--- src/rtl/fifo_prio_pkg.sv ---
// Widths and level type shared by the multi-level priority FIFO and its queues.
package fifo_prio_pkg;

  typedef logic [7:0] level_t;

  function automatic int prioWidth(input int numPrio);
    return (numPrio < 2) ? 1 : $clog2(numPrio);
  endfunction

  function automatic int cntWidth(input int depth);
    return $clog2(depth + 1);
  endfunction

  // Aging disabled still needs a 1-bit counter so the arrays stay legal.
  function automatic int waitWidth(input int ageLimit);
    return (ageLimit < 1) ? 1 : $clog2(ageLimit + 1);
  endfunction

  function automatic level_t clampLevel(input level_t raw, input level_t top);
    return (raw > top) ? top : raw;
  endfunction

endpackage

--- src/rtl/fifo_prio_queue.sv ---
// One circular buffer of DEPTH words; pointers wrap explicitly so any depth works.
module fifo_prio_queue
  import fifo_prio_pkg::*;
#(
  parameter int DW    = 34,
  parameter int DEPTH = 5
) (
  input  logic          clk,
  input  logic          rst,
  input  logic          push,
  input  logic          pop,
  input  logic [DW-1:0] din,
  output logic [DW-1:0] dout,
  output logic          full,
  output logic          empty
);

  localparam int CW = cntWidth(DEPTH);
  localparam int AW = (DEPTH < 2) ? 1 : $clog2(DEPTH);

  logic [DW-1:0] mem [DEPTH];
  logic [AW-1:0] wrPtr_q, wrPtr_d;
  logic [AW-1:0] rdPtr_q, rdPtr_d;
  logic [CW-1:0] cnt_q, cnt_d;
  logic          doPush, doPop;

  assign full   = (cnt_q == CW'(DEPTH));
  assign empty  = (cnt_q == '0);
  assign doPush = push && !full;
  assign doPop  = pop && !empty;
  assign dout   = mem[rdPtr_q];

  always_comb begin
    wrPtr_d = wrPtr_q;
    rdPtr_d = rdPtr_q;
    cnt_d   = cnt_q;
    if (doPush) wrPtr_d = (wrPtr_q == AW'(DEPTH - 1)) ? '0 : wrPtr_q + 1'b1;
    if (doPop)  rdPtr_d = (rdPtr_q == AW'(DEPTH - 1)) ? '0 : rdPtr_q + 1'b1;
    case ({doPush, doPop})
      2'b10:   cnt_d = cnt_q + 1'b1;
      2'b01:   cnt_d = cnt_q - 1'b1;
      default: cnt_d = cnt_q;
    endcase
  end

  always_ff @(posedge clk or negedge rst) begin
    if (!rst) begin
      wrPtr_q <= '0;
      rdPtr_q <= '0;
      cnt_q   <= '0;
    end else begin
      wrPtr_q <= wrPtr_d;
      rdPtr_q <= rdPtr_d;
      cnt_q   <= cnt_d;
    end
  end

  // Storage is not reset; emptiness is carried entirely by cnt_q.
  always_ff @(posedge clk) begin
    if (doPush) mem[wrPtr_q] <= din;
  end

endmodule

--- src/rtl/fifo_multi_priority.sv ---
// Multi-level priority FIFO: per-level queues, strict priority output with aging
// that forces service of a level bypassed AGE_LIMIT times.
module fifo_multi_priority
  import fifo_prio_pkg::*;
#(
  parameter int DW        = 34,
  parameter int NUM_PRIO  = 4,
  parameter int DEPTH     = 5,
  parameter int AGE_LIMIT = 8
) (
  input  logic                clk,
  input  logic                rst,
  input  logic [DW-1:0]       data_in,
  input  logic                vld_i,
  output logic                rdy_o,
  output logic [DW-1:0]       data_out,
  output logic                vld_o,
  input  logic                rdy_i,
  output logic [NUM_PRIO-1:0] full_o,
  output logic [NUM_PRIO-1:0] empty_o
);

  localparam int              PW       = prioWidth(NUM_PRIO);
  localparam int              WW       = waitWidth(AGE_LIMIT);
  localparam logic [WW-1:0]   AGE_MAX  = WW'(AGE_LIMIT);
  localparam bit              AGING_ON = (AGE_LIMIT != 0);

  level_t              wrLevel;
  logic [NUM_PRIO-1:0] wrOh, pushVec, popVec, selOh;
  logic [PW-1:0]       sel, ageSel;
  logic                ageHit, pop;
  logic [DW-1:0]       qDout [NUM_PRIO];
  logic [DW-1:0]       dataMux;
  logic [WW-1:0]       waitCnt_q [NUM_PRIO];
  logic [WW-1:0]       waitCnt_d [NUM_PRIO];

  // Out-of-range level fields fold onto the top level.
  assign wrLevel = clampLevel(level_t'(data_in[DW-1 -: PW]), level_t'(NUM_PRIO - 1));
  assign rdy_o   = |(wrOh & ~full_o);
  assign vld_o   = ~&empty_o;
  assign pop     = vld_o && rdy_i;

  for (genvar l = 0; l < NUM_PRIO; l++) begin : gLevel
    assign wrOh[l]    = (wrLevel == level_t'(l));
    assign pushVec[l] = vld_i && wrOh[l] && !full_o[l];
    assign popVec[l]  = pop && selOh[l];

    fifo_prio_queue #(
      .DW   (DW),
      .DEPTH(DEPTH)
    ) uQueue (
      .clk  (clk),
      .rst  (rst),
      .push (pushVec[l]),
      .pop  (popVec[l]),
      .din  (data_in),
      .dout (qDout[l]),
      .full (full_o[l]),
      .empty(empty_o[l])
    );
  end

  // Highest starved level wins; otherwise highest non-empty level.
  always_comb begin
    sel    = '0;
    ageSel = '0;
    ageHit = 1'b0;
    selOh  = '0;
    for (int l = 0; l < NUM_PRIO; l++) begin
      if (!empty_o[l]) sel = PW'(l);
      if (AGING_ON && (waitCnt_q[l] == AGE_MAX)) begin
        ageHit = 1'b1;
        ageSel = PW'(l);
      end
    end
    if (ageHit) sel = ageSel;
    for (int l = 0; l < NUM_PRIO; l++) begin
      if (sel == PW'(l)) selOh[l] = 1'b1;
    end
  end

  always_comb begin
    dataMux = '0;
    for (int l = 0; l < NUM_PRIO; l++) begin
      if (selOh[l]) dataMux = dataMux | qDout[l];
    end
  end

  assign data_out = vld_o ? dataMux : '0;

  always_comb begin
    waitCnt_d = waitCnt_q;
    for (int l = 0; l < NUM_PRIO; l++) begin
      if (empty_o[l] || !AGING_ON) begin
        waitCnt_d[l] = '0;
      end else if (pop) begin
        if (selOh[l]) waitCnt_d[l] = '0;
        else if (waitCnt_q[l] != AGE_MAX) waitCnt_d[l] = waitCnt_q[l] + 1'b1;
      end
    end
  end

  always_ff @(posedge clk or negedge rst) begin
    if (!rst) begin
      for (int l = 0; l < NUM_PRIO; l++) waitCnt_q[l] <= '0;
    end else begin
      waitCnt_q <= waitCnt_d;
    end
  end

endmodule

--- config.mk ---
export PLATFORM = sky130hd
export DESIGN_NAME = fifo_multi_priority
export DESIGN_NICKNAME = d
export VERILOG_FILES = /design/src/rtl/fifo_prio_pkg.sv /design/src/rtl/fifo_prio_queue.sv /design/src/rtl/fifo_multi_priority.sv
export SDC_FILE = /design/constraint.sdc
export NUM_CORES = 1
export LEC_CHECK = 0
export ABC_AREA = 1
export ABC_CLOCK_PERIOD_IN_PS = 11600
export BUFFER_PORTS_ARGS = -buffer_cell sky130_fd_sc_hd__buf_2
export CORE_MARGIN = 2
export CORE_UTILIZATION = 30
export DETAILED_ROUTE_END_ITERATION = 16
export PLACE_DENSITY = 0.45
export SYNTH_ARGS = -nofsm -noshare
export SYNTH_HDL_FRONTEND = slang
export SYNTH_SLANG_ARGS = --single-unit
--- constraint.sdc ---
create_clock -name clk -period 11.6 [get_ports clk]
set_clock_uncertainty 0.2 [all_clocks]
set_input_delay 2.9 -clock clk [delete_from_list [all_inputs] [get_ports clk]]
set_output_delay 2.9 -clock clk [all_outputs]
set_load 0.05 [all_outputs]
==> results of run 1 <==
==> power groups by stage <==
| stage | combinational [W] | sequential (W) | clock (W) |
|---|---|---|---|
| 2_1_floorplan | 0.00246 | 0.00321 | 0 |
| 3_3_place_gp | 0.00392 | 0.00322 | 0 |
| 3_5_place_dp | 0.00391 | 0.00322 | 0 |
| 4_1_cts | 0.00393 | 0.00317 | 0.00261 |
| 5_1_grt | 0.00424 | 0.00319 | 0.00271 |
| 6_report | 0.00391 | 0.00317 | 0.00255 |
==> worst reg2reg max path: stages (launching register included) <==
cell,delay [ns]
dfrtp_1,0.39
inv_1,0.09
ha_1,0.14
nand3_1,0.17
nand2_1,0.15
nor2_1,0.07
nand2_2,0.06
buf_4,0.48
nand2_4,0.77
nor2_8,0.88
nand3_2,0.31
inv_1,0.15
ha_1,0.15
inv_1,0.07
fa_1,0.37
a21oi_1,0.13
o21ai_0,0.11
xor2_1,0.15
==> layout by cell type (no fill, tap or decap), types with 28 or more instances in the layout <==
master / count
nand4_1: 43
ha_1: 28
edfxtp_1: 680
buf_4: 56
dfrtp_1: 44
inv_1: 263
buf_2: 81
nor2_1: 154
o21ai_0: 87
nand3_1: 268
clkbuf_16: 84
a21oi_1: 47
nand2_1: 1209
==> flip-flops by register name, summed over array words and instances (netlist names) <==
register / count
waitCnt_q: 16
gLevel.uQueue.wrPtr_q: 12
gLevel.uQueue.mem: 680
gLevel.uQueue.rdPtr_q: 12
gLevel.uQueue.cnt_q: 12
==> metal layers <==
metal,GRT usage (%),vias up
li1,-,10300
met1,27.1,10500
met2,29.0,531
met3,2.64,128
met4,4.32,4
met5,0,-
==> how the worst max path moves through the flow <==
stage	start	end	slack (ns)	depth (start not counted)
3_5_place_dp	data_in[33]	rdy_o	4.26	6
6_report	waitCnt_q[4]$_DFFE_PN0P_	data_out[4]	3.75	14
2_1_floorplan	data_in[32]	gLevel[1].uQueue.mem[4][0]$_DFFE_PP_	4.31	4
5_1_grt	waitCnt_q[4]$_DFFE_PN0P_	data_out[4]	3.50	14
4_1_cts	waitCnt_q[4]$_DFFE_PN0P_	data_out[4]	3.76	14
3_3_place_gp	data_in[33]	rdy_o	4.28	6
==> final cells by class <==
class / instances / area (um2)
Clock inverter: 42 / 377
Multi-Input combinational cell: 1917 / 8460
Clock buffer: 110 / 2210
Sequential cell: 732 / 21700
Fill cell: 10700 / 68700
Tap cell: 1391 / 1740
Inverter: 277 / 1040
Antenna cell: 1 / 2.50
Timing Repair Buffer: 137 / 826
==> logic make-up after synthesis <==
group / after synthesis / share of synthesized area [%]
compound gates: 158 / 2.51
simple gates: 1710 / 21.9
buf+inv: 432 / 5.35
fa+ha+maj: 32 / 1.35
xor+xnor: 17 / 0.469
flops: 732 / 68.4
==> stage by stage <==
step / hold WS, ns / power, W / area (um2) / setup WS (ns) / util (%)
5_1_grt: 0.304 / 0.0101 / 36400 / 3.50 / 34.6
4_1_cts: 0.280 / 0.00970 / 36400 / 3.76 / 34.6
3_5_place_dp: 0.266 / 0.00714 / 33800 / 4.26 / 32.2
2_1_floorplan: 0.246 / 0.00567 / 31800 / 4.31 / -
3_3_place_gp: 0.266 / 0.00714 / 33800 / 4.28 / 32.2
6_report: 0.272 / 0.00963 / 36400 / 3.75 / 34.6
==> results.cfg, run 1 <==
[status]
status = finished, final reports clean

[synthesis]
synth.largest_area_cell = edfxtp_1
yosysSeqAreaShare_pct = 68.4
synth_async_sr_flop_share_pct = 7.10
synth_most_common_cell = nand2_1
synth.distinct_cells = 32
synth_area_leaders = edfxtp_1, nand2_1, nand3_1
synth_top_area_share_pct = 64.3
ys.warnings.count = 0
synth_fp_nets = 3151
ys_seq_elements = 732
syn_area_um2 = 31800
synth_ff_type = edfxtp_1
avgSynthCellArea_um2 = 10.3
synth_commonest_cells = nand2_1, edfxtp_1, nand3_1
synth-edff-count = 680
synthCells = 3081

[worst_hold_path]
hold_depth = 1
whs_endpoint = gLevel[1].uQueue.cnt_q[0]$_DFFE_PN0P_
hp-start = gLevel[1].uQueue.cnt_q[0]$_DFFE_PN0P_
min_path_type = register to register

[clocking]
cts_root_buffer = clkbuf_16
cts_buffer_depth = 3
cts_hold_buf = 0
cts_max_level = 3
cts_resized = 0
cts_sinks = 732
cts_setup_buffers = 0
worstSkewPairLatency_ns = 0.65
cts.clk_slew.worst_paths_ns = 0.06
cts_inserted_buffers = 83
tritoncts = built

[global_routing]
grt_max_degree = 74
antenna_found_initial = 2
first_global_vias = 20100
track_usage_pct = 18.5
grt_pass1_wl_um = 145000
overflow = 0

[drt]
dr.pass1.iters = 6
wl_met3_um = 4970
wl_met2_um = 45300
num_vias = 21500
wl_um = 100000
first_iter_violations = 1827
viasPerCell = 4.67
drt-wirelength-per-cell_um = 21.8
ant_nets = 0
routed.top_layer = met5
drc = 0
wl_met1_um = 48200

[layout]
final_nets = 3218
final_cell_count_no_fill = 4607
area_growth_pct = 14.6
drive_gt1_share_pct = 9.14

[power]
pwr-share-seq_pct = 32.9
power.share.clock_pct = 26.5
comb_power_share_pct = 40.6
leakagePower_nw = 14.9
internal-power_w = 0.00537
p_sw_w = 0.00426
irDropWorstVdd_uv = 426
power_density_nw_per_um2 = 265
switching_share_pct = 44.2

[sta]
finalCriticalPeriod_ns = 7.85
relSlewSlack_pct = 15.6
grt_setup_unrepaired = no
tns_ns = 0
fmaxAchievable_mhz = 127
final_hold_viol_count = 0
tightest_slew_ns = 1.26
fin_crit_sh_pct = 67.6
maxSlewViolCount = 0
setup_violations = 0

[place]
place_congestion = 0.828
dpl.cell_count = 4454
dp_hpwl_um = 59100
port_buffers = 81

[worst_setup_path]
path_cells = inv_1, ha_1, nand3_1, nand2_1, nor2_1, nand2_2, buf_4, nand2_4, nor2_8, nand2_1, nand2_1, nor2_1, nor2_1, buf_2
crit_path_top_delay_cell = nor2_8
critical_path_arrival_ns = 4.75
path_max_fanout = 73
rr_worst_depth = 17
slowest_delay_ns = 0.84
start_kind = register
path_class = register to primary output
worstReg2RegStart = waitCnt_q[4]$_DFFE_PN0P_
crit_family = simple AND/OR/NAND/NOR gates
worstReg2RegEnd = gLevel[0].uQueue.cnt_q[2]$_DFFE_PN0P_
required_ns = 8.50
rrSetupSlack_ns = 6.62
critPathCaptureType = primary output
critPathBufInv = 3

[floorplan]
start_util_pct = 30.2
fp.dieH_um = 329
pin_count = 82
die_w_um = 329
design.die.area_um2 = 109000
row_count = 119
core_um2 = 105000

[flow_run]
maxCapViolCount = 0
Note: power is estimated with default switching activity, not from simulation.
==> run 2: changes to the inputs <==
ABC_AREA = 0   (was 1)
ABC_CLOCK_PERIOD_IN_PS = 6800   (was 11600)
PLACE_DENSITY = 0.47   (was 0.45)
clock period = 6.8 ns   (was 11.6 ns; I/O delays follow)
==> results.cfg, run 2 <==
[status]
status = finished, final reports clean

[drt]
routed.top_layer = met5
first_iter_violations = 1053
ant_nets = 0
wl_met1_um = 32300
drc = 0
num_vias = 14300
viasPerCell = 4.87
wl_met3_um = 2590
wl_um = 72900
dr.pass1.iters = 5
drt-wirelength-per-cell_um = 24.8
wl_met2_um = 36600

[flow_run]
maxCapViolCount = 0

[global_routing]
grt_max_degree = 53
track_usage_pct = 14.8
overflow = 0
grt_pass1_wl_um = 107000
first_global_vias = 15200
antenna_found_initial = 6

[synthesis]
synth.largest_area_cell = edfxtp_1
synth_fp_nets = 1538
synthCells = 1468
synth_async_sr_flop_share_pct = 7.10
synth_most_common_cell = edfxtp_1
ys_seq_elements = 732
yosysSeqAreaShare_pct = 73.7
synth-edff-count = 680
synth.distinct_cells = 60
synth_area_leaders = edfxtp_1, mux4_2, mux2i_1
ys.warnings.count = 0
synth_top_area_share_pct = 69.3
synth_commonest_cells = edfxtp_1, mux2i_1, mux4_2
avgSynthCellArea_um2 = 20.1
syn_area_um2 = 29500
synth_ff_type = edfxtp_1

[place]
dp_hpwl_um = 40600
place_congestion = 0.714
postPlaceCellArea_um2 = 31600
port_buffers = 81

[layout]
area_growth_pct = 16.3
largest_register = gLevel.uQueue.mem
final_cell_mix = edfxtp_1, mux2i_1, mux4_2
drive_gt1_share_pct = 29.9
n_fill_cell = 8995
final_cell_area_um2 = 34300
final_nets = 1666
mostFrequentLayoutCell = edfxtp_1
largest_reg_flops = 680
top_regs = gLevel.uQueue.mem x680, waitCnt_q x16

[clocking]
cts_max_level = 3
cts_sinks = 732
cts.clk_slew.worst_paths_ns = 0.06
worstSkewPairLatency_ns = 0.61
cts_buffer_depth = 3
cts_resized = 0
cts_setup_buffers = 0
cts_inserted_buffers = 80
tritoncts = built
cts_root_buffer = clkbuf_16
cts_hold_buf = 0

[sta]
maxSlewViolCount = 0
grt_setup_unrepaired = no
whs_ns = 0.288
finalCriticalPeriod_ns = 5.97
final_hold_viol_count = 0
fmaxAchievable_mhz = 167
fin_crit_sh_pct = 87.8
tns_ns = 0
setup_violations = 0
relSlewSlack_pct = 32.1
tightest_slew_ns = 1.02

[floorplan]
core_um2 = 97000
fp.dieH_um = 317
die_w_um = 317
design.die.area_um2 = 101000
row_count = 114
pin_count = 82
start_util_pct = 30.4

[power]
power_density_nw_per_um2 = 434
leakagePower_nw = 11.6
finalPower_w = 0.0149
irDropWorstVdd_uv = 235

[worst_setup_path]
path_class = register to primary output
path_cells = inv_1, ha_1, and3b_1, o21ai_0, or2_1, nand3_2, buf_4, o22ai_1, buf_2
critPathCaptureType = primary output
rrSetupSlack_ns = 3.29
slowest_delay_ns = 0.72
critical_path_arrival_ns = 4.07
required_ns = 4.90
start_kind = register
crit_path_top_delay_cell = nand3_2
path_max_fanout = 17

[worst_hold_path]
min_path_type = register to register
[run 2: worst paths after layout]
kind / endpoint / depth (start not counted) / startpoint
setup / recovery: data_out[21] / 9 / waitCnt_q[8]$_DFFE_PN0P_
hold / removal: gLevel[0].uQueue.cnt_q[2]$_DFFE_PN0P_ / 1 / gLevel[0].uQueue.cnt_q[2]$_DFFE_PN0P_
setup reg to reg: gLevel[3].uQueue.cnt_q[2]$_DFFE_PN0P_ / 12 / waitCnt_q[4]$_DFFE_PN0P_
hold reg to reg: gLevel[0].uQueue.cnt_q[2]$_DFFE_PN0P_ / 1 / gLevel[0].uQueue.cnt_q[2]$_DFFE_PN0P_
max in group asynchronous: gLevel[2].uQueue.rdPtr_q[0]$_DFFE_PN0P_ / 2 / rst
min in group asynchronous: waitCnt_q[0]$_DFFE_PN0P_ / 2 / rst
[run 2: layout make-up]
cell class                 instances  area, um2  area share, %
timing repair buffer             119        691           2.01
tap                             1276       1600           4.66
clock inverter                    52        547           1.60
antenna                            1       2.50        0.00730
sequential                       732      21700           63.4
multi-input combinational        615       7360           21.5
clock buffer                      95       2160           6.31
inverter                          48        180          0.526
[run 2: power breakdown]
part,total (W),internal [W],switching [W]
Combinational,0.00452,0.00180,0.00272
Clock,0.00446,0.00269,0.00177
Sequential,0.00590,0.00526,0.000641
Total,0.0149,0.00974,0.00513
[run 2: kinds of logic (layout without fill, tap and decap cells)]
logic type,after synthesis,in the layout,share of synthesized area [%]
flops,732,732,73.7
mux,354,354,18.2
buf+inv,121,314,1.77
simple gates,120,120,2.37
compound gates,94,94,2.06
fa+ha+maj,32,32,1.46
xor+xnor,15,15,0.446
other cells,0,1,0
[run 2: critical path, delay by kind of cell (launching register included)]
kind | cells | cell delay [ns]
adders and majority gates | 1 | 0.21
DFF | 1 | 0.37
AOI/OAI and AO/OA | 2 | 0.69
and+or+nand+nor | 3 | 1.30
buffers and inverters | 3 | 0.89
[run 2: layer usage]
metal | global-route usage [%] | up-vias
met2 | 25.1 | 236
li1 | - | 6223
met4 | 3.84 | 6
met5 | 0 | -
met3 | 2.16 | 99
met1 | 19.9 | 7755
[run 2: stage by stage]
step                      utilization, %  setup WS (ns)  instances
after global routing                35.3          0.516       2938
final                               35.3          0.828       2938
after global placement              32.5           1.41       2790
after CTS                           35.3          0.682       2937
after floorplan                        -         0.0331       1468
after detailed placement            32.5           1.37       2790
==> run 3: changes to the inputs <==
--- a/config.mk
+++ b/config.mk
@@ -8,3 +8,3 @@
 export ABC_AREA = 0
-export ABC_CLOCK_PERIOD_IN_PS = 6800
+export ABC_CLOCK_PERIOD_IN_PS = 7100
 export BUFFER_PORTS_ARGS = -buffer_cell sky130_fd_sc_hd__buf_2
@@ -13,3 +13,3 @@
 export DETAILED_ROUTE_END_ITERATION = 16
-export PLACE_DENSITY = 0.47
+export PLACE_DENSITY = 0.45
 export SYNTH_ARGS = -nofsm -noshare
==> constraint.sdc (replaced) <==
create_clock -name clk -period 7.1 [get_ports clk]
set_clock_uncertainty 0.2 [all_clocks]
set_input_delay 1.775 -clock clk [delete_from_list [all_inputs] [get_ports clk]]
set_output_delay 1.775 -clock clk [all_outputs]
set_load 0.02 [all_outputs]
==> results.cfg, run 3 (synthesis gave the netlist of run 2 again) <==
[floorplan]
core_um2 = 97000
start_util_pct = 30.4
fp.dieH_um = 317
pin_count = 82
die_w_um = 317
row_count = 114
design.die.area_um2 = 101000

[worst_setup_path]
slowest_delay_ns = 0.81
critPathCaptureType = primary output
path_cells = inv_1, ha_1, and3b_1, o21ai_0, or2_1, nand3_2, buf_4, o22ai_1, buf_2
path_max_fanout = 24
required_ns = 5.12
crit_path_top_delay_cell = nand3_2
critical_path_arrival_ns = 3.97
start_kind = register
path_class = register to primary output

[flow_run]
maxCapViolCount = 0

[clocking]
tritoncts = built
cts_root_buffer = clkbuf_16
worstSkewPairLatency_ns = 0.63
cts_resized = 0
cts_max_level = 3
cts_inserted_buffers = 84
cts_setup_buffers = 0
cts_sinks = 732
cts_buffer_depth = 3
cts_hold_buf = 0
cts.clk_slew.worst_paths_ns = 0.06

[layout]
largest_reg_flops = 680
final_util_pct = 35.2
largest_register = gLevel.uQueue.mem
area_growth_pct = 15.8
mostFrequentLayoutCell = edfxtp_1
final_nets = 1666
final_cell_mix = edfxtp_1, mux2i_1, mux4_2
top_regs = gLevel.uQueue.mem x680, waitCnt_q x16
final_cell_area_um2 = 34100
drive_gt1_share_pct = 28.8

[sta]
finalCriticalPeriod_ns = 5.95
fmaxAchievable_mhz = 168
relSlewSlack_pct = 30.8
final_hold_viol_count = 0
grt_setup_unrepaired = no
tightest_slew_ns = 1.04
fin_crit_sh_pct = 83.8
setup_violations = 0
tns_ns = 0
maxSlewViolCount = 0

[drt]
viasPerCell = 4.91
wl_met1_um = 32900
wl_um = 74400
first_iter_violations = 1061
dr.pass1.iters = 5
drc = 0
routed.top_layer = met4
num_vias = 14400
wl_met3_um = 2530
ant_nets = 0
drt-wirelength-per-cell_um = 25.3
wl_met2_um = 37100

[global_routing]
track_usage_pct = 15.0
grt_pass1_wl_um = 108000
grt_max_degree = 53
overflow = 0
first_global_vias = 15300
antenna_found_initial = 3

[place]
dp_hpwl_um = 40200
port_buffers = 81
postPlaceCellArea_um2 = 31500
place_congestion = 0.712

[status]
status = finished, final reports clean

[power]
power_density_nw_per_um2 = 394
leakagePower_nw = 11.5
irDropWorstVdd_uv = 197

[worst_hold_path]
min_path_type = register to register
run 3: per-stage QoR:
step                total power [W]  setup slack, ns  cells  hold WS (ns)
floorplan                   0.00815            0.258   1468         0.248
global placement            0.00955             1.77   2786         0.271
detailed placement          0.00961             1.78   2786         0.283
CTS                          0.0137             1.07   2937         0.294
global route                 0.0141            0.875   2937         0.321
finish                       0.0135             1.15   2938         0.296
run 3: path summary, 6_finish.rpt:
path / end / from / slack (ns) / cells after the start
max in group asynchronous: gLevel[3].uQueue.rdPtr_q[0]$_DFFE_PN0P_ / rst / 5.02 / 2
worst min register to register: gLevel[0].uQueue.cnt_q[2]$_DFFE_PN0P_ / gLevel[0].uQueue.cnt_q[2]$_DFFE_PN0P_ / 0.30 / 1
worst max-delay path: data_out[13] / waitCnt_q[8]$_DFFE_PN0P_ / 1.15 / 9
worst min-delay path: gLevel[0].uQueue.cnt_q[2]$_DFFE_PN0P_ / gLevel[0].uQueue.cnt_q[2]$_DFFE_PN0P_ / 0.30 / 1
min in group asynchronous: waitCnt_q[2]$_DFFE_PN0P_ / rst / 1.08 / 2
worst max register to register: gLevel[3].uQueue.cnt_q[2]$_DFFE_PN0P_ / waitCnt_q[4]$_DFFE_PN0P_ / 3.60 / 12
run 3: metal layers:
layer	track usage [%]	vias up
li1	-	6225
met1	20.0	7829
met2	25.4	260
met3	1.84	111
met4	4.79	0
met5	0	-
run 3: cell type report:
| cell class | count | area, um2 |
|---|---|---|
| Antenna cell | 1 | 2.50 |
| Clock buffer | 102 | 2210 |
| Clock inverter | 49 | 380 |
| Fill cell | 9048 | 62900 |
| Inverter | 48 | 180 |
| Multi-Input combinational cell | 615 | 7360 |
| Sequential cell | 732 | 21700 |
| Tap cell | 1276 | 1600 |
| Timing Repair Buffer | 115 | 661 |
run 3: power by group:
group	switching [W]	internal (W)
combinational	0.00198	0.00171
sequential	0.000660	0.00504
clock	0.00173	0.00233
total	0.00438	0.00908
run 3: worst max-delay path, delay by kind of cell (launching register included):
family	cells	cell delay, ns
simple gates	3	1.38
buf+inv	3	0.80
compound gates	2	0.54
flops	1	0.36
fa+ha+maj	1	0.21
